==> config.mk <==
export PLATFORM = sky130hd
export DESIGN_NAME = rvfi_trace_emitter
export DESIGN_NICKNAME = d
export VERILOG_FILES = /design/src/rtl/rvfi_trace_emitter.sv
export SDC_FILE = /design/constraint.sdc
export NUM_CORES = 1
export LEC_CHECK = 0
export BUFFER_PORTS_ARGS = -buffer_cell sky130_fd_sc_hd__buf_2
export CORE_AREA = 2 2 327 329
export CTS_BUF_LIST = sky130_fd_sc_hd__clkbuf_16
export DETAILED_ROUTE_END_ITERATION = 8
export DIE_AREA = 0 0 329 331
export HOLD_SLACK_MARGIN = 0.15
export SYNTH_ARGS = -nofsm -noshare
export SYNTH_HDL_FRONTEND = slang
export SYNTH_SLANG_ARGS = --single-unit
==> constraint.sdc <==
create_clock -name g_clk -period 17.8 [get_ports g_clk]
set_input_delay 0.89 -clock g_clk [delete_from_list [all_inputs] [get_ports g_clk]]
set_output_delay 0.89 -clock g_clk [all_outputs]
set_load 0.03 [all_outputs]
==> src/rtl/rvfi_trace_emitter.sv <==
// RVFI retirement trace emitter: pairs memory-stage records with retiring instructions.
// Optional RVFI_WIDE_EN macro enables the wide (two-share) destination write fields.
module rvfi_trace_emitter #(
  parameter int XL        = 31,
  parameter int MEM_DEPTH = 2
) (
  input  logic          g_clk,
  input  logic          g_reset,
  input  logic          mem_push,
  input  logic [XL:0]   mem_addr,
  input  logic [3:0]    mem_rmask,
  input  logic [3:0]    mem_wmask,
  input  logic [XL:0]   mem_wdata,
  input  logic [XL:0]   mem_rdata,
  output logic          mem_ready,
  input  logic          ret_valid,
  input  logic [XL:0]   ret_insn,
  input  logic [XL:0]   ret_pc,
  input  logic [XL:0]   ret_pc_next,
  input  logic          ret_trap,
  input  logic          ret_mem,
  input  logic [4:0]    ret_rs1_addr,
  input  logic [4:0]    ret_rs2_addr,
  input  logic [4:0]    ret_rs3_addr,
  input  logic [XL:0]   ret_rs1_rdata,
  input  logic [XL:0]   ret_rs2_rdata,
  input  logic [XL:0]   ret_rs3_rdata,
  input  logic [4:0]    ret_rd_addr,
  input  logic [XL:0]   ret_rd_wdata,
  input  logic          ret_rd_wide,
  input  logic [XL:0]   ret_rd_wdatahi,
  output logic          rvfi_valid,
  output logic [63:0]   rvfi_order,
  output logic [XL:0]   rvfi_insn,
  output logic [XL:0]   rvfi_pc_rdata,
  output logic [XL:0]   rvfi_pc_wdata,
  output logic          rvfi_trap,
  output logic          rvfi_intr,
  output logic [4:0]    rvfi_rs1_addr,
  output logic [4:0]    rvfi_rs2_addr,
  output logic [4:0]    rvfi_rs3_addr,
  output logic [XL:0]   rvfi_rs1_rdata,
  output logic [XL:0]   rvfi_rs2_rdata,
  output logic [XL:0]   rvfi_rs3_rdata,
  output logic [4:0]    rvfi_rd_addr,
  output logic [XL:0]   rvfi_rd_wdata,
  output logic          rvfi_rd_wide,
  output logic [XL:0]   rvfi_rd_wdatahi,
  output logic [XL:0]   rvfi_mem_addr,
  output logic [3:0]    rvfi_mem_rmask,
  output logic [3:0]    rvfi_mem_wmask,
  output logic [XL:0]   rvfi_mem_rdata,
  output logic [XL:0]   rvfi_mem_wdata,
  output logic          trace_err
);

  localparam int AW = (MEM_DEPTH > 1) ? $clog2(MEM_DEPTH) : 1;
  localparam logic [AW:0] DEPTH_C = (AW+1)'(MEM_DEPTH);

  logic [XL:0]   fifo_addr_r  [MEM_DEPTH];
  logic [3:0]    fifo_rmask_r [MEM_DEPTH];
  logic [3:0]    fifo_wmask_r [MEM_DEPTH];
  logic [XL:0]   fifo_wdata_r [MEM_DEPTH];
  logic [XL:0]   fifo_rdata_r [MEM_DEPTH];

  logic [AW-1:0] wr_ptr_r;
  logic [AW-1:0] rd_ptr_r;
  logic [AW:0]   count_r;
  logic [63:0]   order_r;
  logic          intr_pend_r;

  logic          empty_s;
  logic          pop_s;
  logic          bypass_s;
  logic          underflow_s;
  logic          rd_en_s;
  logic          wr_en_s;
  logic          drop_s;
  logic [XL:0]   sel_addr_s;
  logic [3:0]    sel_rmask_s;
  logic [3:0]    sel_wmask_s;
  logic [XL:0]   sel_wdata_s;
  logic [XL:0]   sel_rdata_s;

  assign mem_ready   = (count_r != DEPTH_C);
  assign empty_s     = (count_r == '0);
  assign pop_s       = ret_valid && ret_mem;
  assign bypass_s    = pop_s && empty_s && mem_push;
  assign underflow_s = pop_s && empty_s && !mem_push;
  assign rd_en_s     = pop_s && !empty_s;
  // A pop frees the slot in the same cycle, so a full FIFO may still take a push.
  assign wr_en_s     = mem_push && !bypass_s && (mem_ready || rd_en_s);
  assign drop_s      = mem_push && !mem_ready && !rd_en_s;

`ifndef RVFI_WIDE_EN
  logic unused_wide_s;
  assign unused_wide_s = ret_rd_wide ^ (^ret_rd_wdatahi);
`endif

  // Selects the memory record paired with this retirement: queued, bypassed, or none.
  always_comb begin
    sel_addr_s  = '0;
    sel_rmask_s = 4'h0;
    sel_wmask_s = 4'h0;
    sel_wdata_s = '0;
    sel_rdata_s = '0;
    if (rd_en_s) begin
      sel_addr_s  = fifo_addr_r[rd_ptr_r];
      sel_rmask_s = fifo_rmask_r[rd_ptr_r];
      sel_wmask_s = fifo_wmask_r[rd_ptr_r];
      sel_wdata_s = fifo_wdata_r[rd_ptr_r];
      sel_rdata_s = fifo_rdata_r[rd_ptr_r];
    end else if (bypass_s) begin
      sel_addr_s  = mem_addr;
      sel_rmask_s = mem_rmask;
      sel_wmask_s = mem_wmask;
      sel_wdata_s = mem_wdata;
      sel_rdata_s = mem_rdata;
    end else begin
      sel_addr_s  = '0;
    end
  end

  // FIFO record storage; contents are don't-care until written.
  always_ff @(posedge g_clk) begin
    if (wr_en_s) begin
      fifo_addr_r[wr_ptr_r]  <= mem_addr;
      fifo_rmask_r[wr_ptr_r] <= mem_rmask;
      fifo_wmask_r[wr_ptr_r] <= mem_wmask;
      fifo_wdata_r[wr_ptr_r] <= mem_wdata;
      fifo_rdata_r[wr_ptr_r] <= mem_rdata;
    end
  end

  // FIFO control, bookkeeping and the registered trace packet.
  always_ff @(posedge g_clk) begin
    if (g_reset) begin
      wr_ptr_r        <= '0;
      rd_ptr_r        <= '0;
      count_r         <= '0;
      order_r         <= 64'd0;
      intr_pend_r     <= 1'b0;
      trace_err       <= 1'b0;
      rvfi_valid      <= 1'b0;
      rvfi_order      <= 64'd0;
      rvfi_insn       <= '0;
      rvfi_pc_rdata   <= '0;
      rvfi_pc_wdata   <= '0;
      rvfi_trap       <= 1'b0;
      rvfi_intr       <= 1'b0;
      rvfi_rs1_addr   <= 5'd0;
      rvfi_rs2_addr   <= 5'd0;
      rvfi_rs3_addr   <= 5'd0;
      rvfi_rs1_rdata  <= '0;
      rvfi_rs2_rdata  <= '0;
      rvfi_rs3_rdata  <= '0;
      rvfi_rd_addr    <= 5'd0;
      rvfi_rd_wdata   <= '0;
      rvfi_rd_wide    <= 1'b0;
      rvfi_rd_wdatahi <= '0;
      rvfi_mem_addr   <= '0;
      rvfi_mem_rmask  <= 4'h0;
      rvfi_mem_wmask  <= 4'h0;
      rvfi_mem_rdata  <= '0;
      rvfi_mem_wdata  <= '0;
    end else begin
      if (wr_en_s) wr_ptr_r <= wr_ptr_r + AW'(1);
      if (rd_en_s) rd_ptr_r <= rd_ptr_r + AW'(1);
      case ({wr_en_s, rd_en_s})
        2'b10:   count_r <= count_r + (AW+1)'(1);
        2'b01:   count_r <= count_r - (AW+1)'(1);
        default: count_r <= count_r;
      endcase
      if (drop_s || underflow_s) trace_err <= 1'b1;

      rvfi_valid <= ret_valid;
      if (ret_valid) begin
        order_r        <= order_r + 64'd1;
        intr_pend_r    <= ret_trap;
        rvfi_order     <= order_r;
        rvfi_intr      <= intr_pend_r;
        rvfi_insn      <= ret_insn;
        rvfi_pc_rdata  <= ret_pc;
        rvfi_pc_wdata  <= ret_pc_next;
        rvfi_trap      <= ret_trap;
        rvfi_rs1_addr  <= ret_rs1_addr;
        rvfi_rs2_addr  <= ret_rs2_addr;
        rvfi_rs3_addr  <= ret_rs3_addr;
        rvfi_rs1_rdata <= ret_rs1_rdata;
        rvfi_rs2_rdata <= ret_rs2_rdata;
        rvfi_rs3_rdata <= ret_rs3_rdata;
        rvfi_rd_addr   <= ret_rd_addr;
        rvfi_rd_wdata  <= (ret_rd_addr == 5'd0) ? '0 : ret_rd_wdata;
`ifdef RVFI_WIDE_EN
        rvfi_rd_wide    <= ret_rd_wide;
        rvfi_rd_wdatahi <= ret_rd_wide ? ret_rd_wdatahi : '0;
`else
        rvfi_rd_wide    <= 1'b0;
        rvfi_rd_wdatahi <= '0;
`endif
        rvfi_mem_addr  <= ret_mem ? sel_addr_s  : '0;
        rvfi_mem_rmask <= ret_mem ? sel_rmask_s : 4'h0;
        rvfi_mem_wmask <= ret_mem ? sel_wmask_s : 4'h0;
        rvfi_mem_wdata <= ret_mem ? sel_wdata_s : '0;
        rvfi_mem_rdata <= ret_mem ? sel_rdata_s : '0;
      end
    end
  end

endmodule
==> insert_results.sql <==
INSERT INTO impl_metrics (metric_group, metric, value, unit) VALUES
('status', 'run_status', 'finished, final reports clean', ''),
('setup_path', 'slowest_delay', '0.80', 'ns'),
('setup_path', 'setup.worst_path.class', 'input pin to register', ''),
('logic_synthesis', 'synth_area_per_cell', '11.0', 'um^2'),
('detailed_routing', 'viasPerCell', '4.40', ''),
('logic_synthesis', 'synth-seq-area-share', '61.2', '%'),
('floorplan', 'std_cell_rows', '119', ''),
('logic_synthesis', 'synthesis.area', '26100', 'um^2'),
('cts', 'clk_latency', '0.62', 'ns'),
('timing', 'report.final.hold_viol_count', '0', ''),
('grt', 'antenna_found_initial', '42', ''),
('setup_path', 'crit_fanout', '48', ''),
('final_layout', 'final_net_count', '3479', ''),
('final_layout', 'postLayoutCoreUtil', '32.1', '%'),
('cts', 'clock_tree.htree_level_count', '3', ''),
('setup_path', 'path_delay_family', 'simple AND/OR/NAND/NOR gates', ''),
('grt', 'track_usage', '16.3', '%'),
('timing', 'timing.fmax', '0.334', 'GHz'),
('logic_synthesis', 'synthDistinctLibCells', '42', ''),
('cts', 'cts_hold_buffers', '0', ''),
('detailed_routing', 'routed-via-count', '20100', ''),
('final_layout', 'layout_common_cells', '768 x sky130_fd_sc_hd__buf_2, 484 x sky130_fd_sc_hd__dfxtp_1, 467 x sky130_fd_sc_hd__nor2_1, 382 x sky130_fd_sc_hd__mux2i_1, 208 x sky130_fd_sc_hd__edfxtp_1', ''),
('power', 'internal_power', '2900', 'uW'),
('setup_path', 'critPathLaunch', 'ret_valid', ''),
('power', 'share_comb_of_total_power', '15.1', '%'),
('hold_path', 'hold_path.class', 'input pin to register', ''),
('cts', 'buffer_depth_of_the_longest_clock_path', '3', ''),
('hold_path', 'hold_path.startpoint', 'mem_wdata[9]', ''),
('setup_path', 'critPathRequiredTime', '18.31', 'ns'),
('logic_synthesis', 'yosys_most_used_dff', 'sky130_fd_sc_hd__dfxtp_1', ''),
('cts', 'cts.repair_timing.setup_buffer_count', '0', ''),
('power', 'power_frac_seq', '45.4', '%'),
('grt', 'via_count_of_the_first_global_routing_pass', '18400', ''),
('cts', 'cts_tree', 'done', ''),
('setup_path', 'critical_path.slowest_cell', 'sky130_fd_sc_hd__nor4_4', ''),
('setup_path', 'critical_path.reg2reg.endpoint', 'order_r[63]$_SDFFE_PP0P_', ''),
('job', 'max-cap-violations', '0', ''),
('hold_path', 'hold-path-cell-count', '1', ''),
('floorplan', 'die_h', '331', 'um'),
('placement', 'post-place-ws', '14.15', 'ns'),
('cts', 'cts_root_buffer', 'sky130_fd_sc_hd__clkbuf_16', ''),
('setup_path', 'crit_buf_inv', '1', ''),
('cts', 'cts_buffers', '79', ''),
('logic_synthesis', 'postSynthCellCount', '2369', ''),
('setup_path', 'cp-end-kind', 'register', ''),
('placement', 'port_buffers', '770', ''),
('power', 'clockPowerShare', '39.5', '%'),
('floorplan', 'die_width', '329', 'um'),
('power', 'power.static_leakage', '0.0145', 'uW'),
('timing', 'final.min_clock_period', '2.99', 'ns'),
('floorplan', 'die_area', '109000', 'um^2'),
('final_layout', 'fillCellCount', '10800', ''),
('detailed_routing', 'average_detailed_routed_wire_length_per_instance', '20.7', 'um'),
('timing', 'final.period_utilization', '16.8', '%'),
('timing', 'rsz_0062_raised_after_global_routing', 'no', ''),
('floorplan', 'ioPinCount', '837', ''),
('power', 'peakVddDrop', '0.0818', 'mV'),
('timing', 'worstMarginPinSlew', '1.29', 'ns'),
('timing', 'post-route-worst-setup-slack', '14.81', 'ns'),
('final_layout', 'layout-area-overhead-vs-synth', '29.4', '%'),
('timing', 'worst_hold_slack', '0.469', 'ns'),
('placement', 'gpl.final_weighted_congestion', '0.918', ''),
('detailed_routing', 'total_detailed_routing_wirelength', '94.2', 'mm'),
('hold_path', 'hold_path_end', 'fifo_wdata_r[1][9]$_DFFE_PP_', ''),
('timing', 'timing.max_slew.rel_slack', '14.1', '%'),
('timing', 'setup-violations-final', '0', ''),
('timing', 'setup_tns', '0', 'ns'),
('detailed_routing', 'route.antenna.remaining_nets', '0', ''),
('cts', 'cts.clk_slew.worst_paths', '0.06', 'ns'),
('detailed_routing', 'drt-pass1-iter-count', '4', ''),
('logic_synthesis', 'ys_seq_elements', '693', '');
==> cell usage after synthesis, drive strengths merged (2+ instances only) <==
cell type  count  share of area [%]
buf           74                1.6
ha             2              0.096
xnor2         21               0.71
edfxtp       208                 24
clkbuf       106                1.5
nand3         21               0.44
nor2b         34               0.82
and2           3              0.072
and3           7               0.17
nand2b         2              0.048
a21oi        164                3.1
dfxtp        485                 37
o31ai          2              0.058
mux2i        382                 15
nor3          11               0.23
nor4          13               0.64
inv          114                1.6
nand4         30               0.91
or4            3              0.086
xor2          21               0.71
o22ai        104                2.5
or3           29               0.70
nand2         28               0.40
o21ai         25               0.48
and4           3               0.10
nor2         469                6.8
==> cell type report <==
type                            instances  area (um^2)  area share (%)
Tap cell                             1391         1740            5.16
Clock buffer                           81         2030            6.01
Timing Repair Buffer                  788         4050            12.0
Inverter                              114          428            1.27
Antenna cell                           12         30.0          0.0890
Clock inverter                         62          498            1.48
Sequential cell                       693        16000            47.3
Multi-Input combinational cell       1414         8990            26.7
==> worst max-delay path by stage <==
stage | endpoint | slack, ns
2_1_floorplan | fifo_addr_r[0][0]$_DFFE_PP_ | 11.55
4_1_cts | rvfi_mem_addr[22]$_SDFFE_PP0P_ | 14.85
3_5_place_dp | rvfi_mem_addr[22]$_SDFFE_PP0P_ | 14.15
6_report | order_r[63]$_SDFFE_PP0P_ | 14.81
3_3_place_gp | order_r[63]$_SDFFE_PP0P_ | 14.15
5_1_grt | rvfi_mem_addr[22]$_SDFFE_PP0P_ | 14.63
==> layer usage <==
layer / global-route usage, % / vias up / share of wire, %
met5: 0 / - / 0.33
met4: 5.84 / 48 / 3.4
met3: 6.18 / 176 / 9.0
met2: 27.0 / 664 / 47
met1: 19.2 / 9571 / 40
li1: - / 9595 / -
==> kinds of logic (layout without fill, tap and decap cells) <==
family	Yosys count	after routing	synth area share (%)
mux	383	383	14.7
xor+xnor	42	42	1.41
compound gates	297	297	6.24
fa+ha+maj	2	2	0.0960
other cells	1	45	0.0144
simple gates	657	657	11.5
buf+inv	294	1045	4.81
flops	693	693	61.2
==> through the flow <==
stage,total power [uW],cell area [um^2],std cells
2_1_floorplan,2270,26200,2401
3_3_place_gp,2480,31200,4400
3_5_place_dp,2490,31200,4400
4_1_cts,4100,33700,4543
5_1_grt,4210,33700,4548
6_report,4040,33700,4555
==> registers in the layout, indices dropped and copies added (netlist names), 64 cells and up, named ones only <==
name          flops
order_r          64
fifo_wdata_r     64
fifo_rdata_r     64
rvfi_order       64
fifo_addr_r      64
==> power by group through the flow <==
| stage | logic, uW | registers [uW] | clock network (uW) |
|---|---|---|---|
| 6_report | 610 | 1830 | 1600 |
| 2_1_floorplan | 290 | 1980 | 0 |
| 5_1_grt | 658 | 1850 | 1700 |
| 3_3_place_gp | 612 | 1860 | 0 |
| 4_1_cts | 618 | 1840 | 1650 |
| 3_5_place_dp | 617 | 1870 | 0 |
Note: power is estimated with default switching activity, not from simulation.
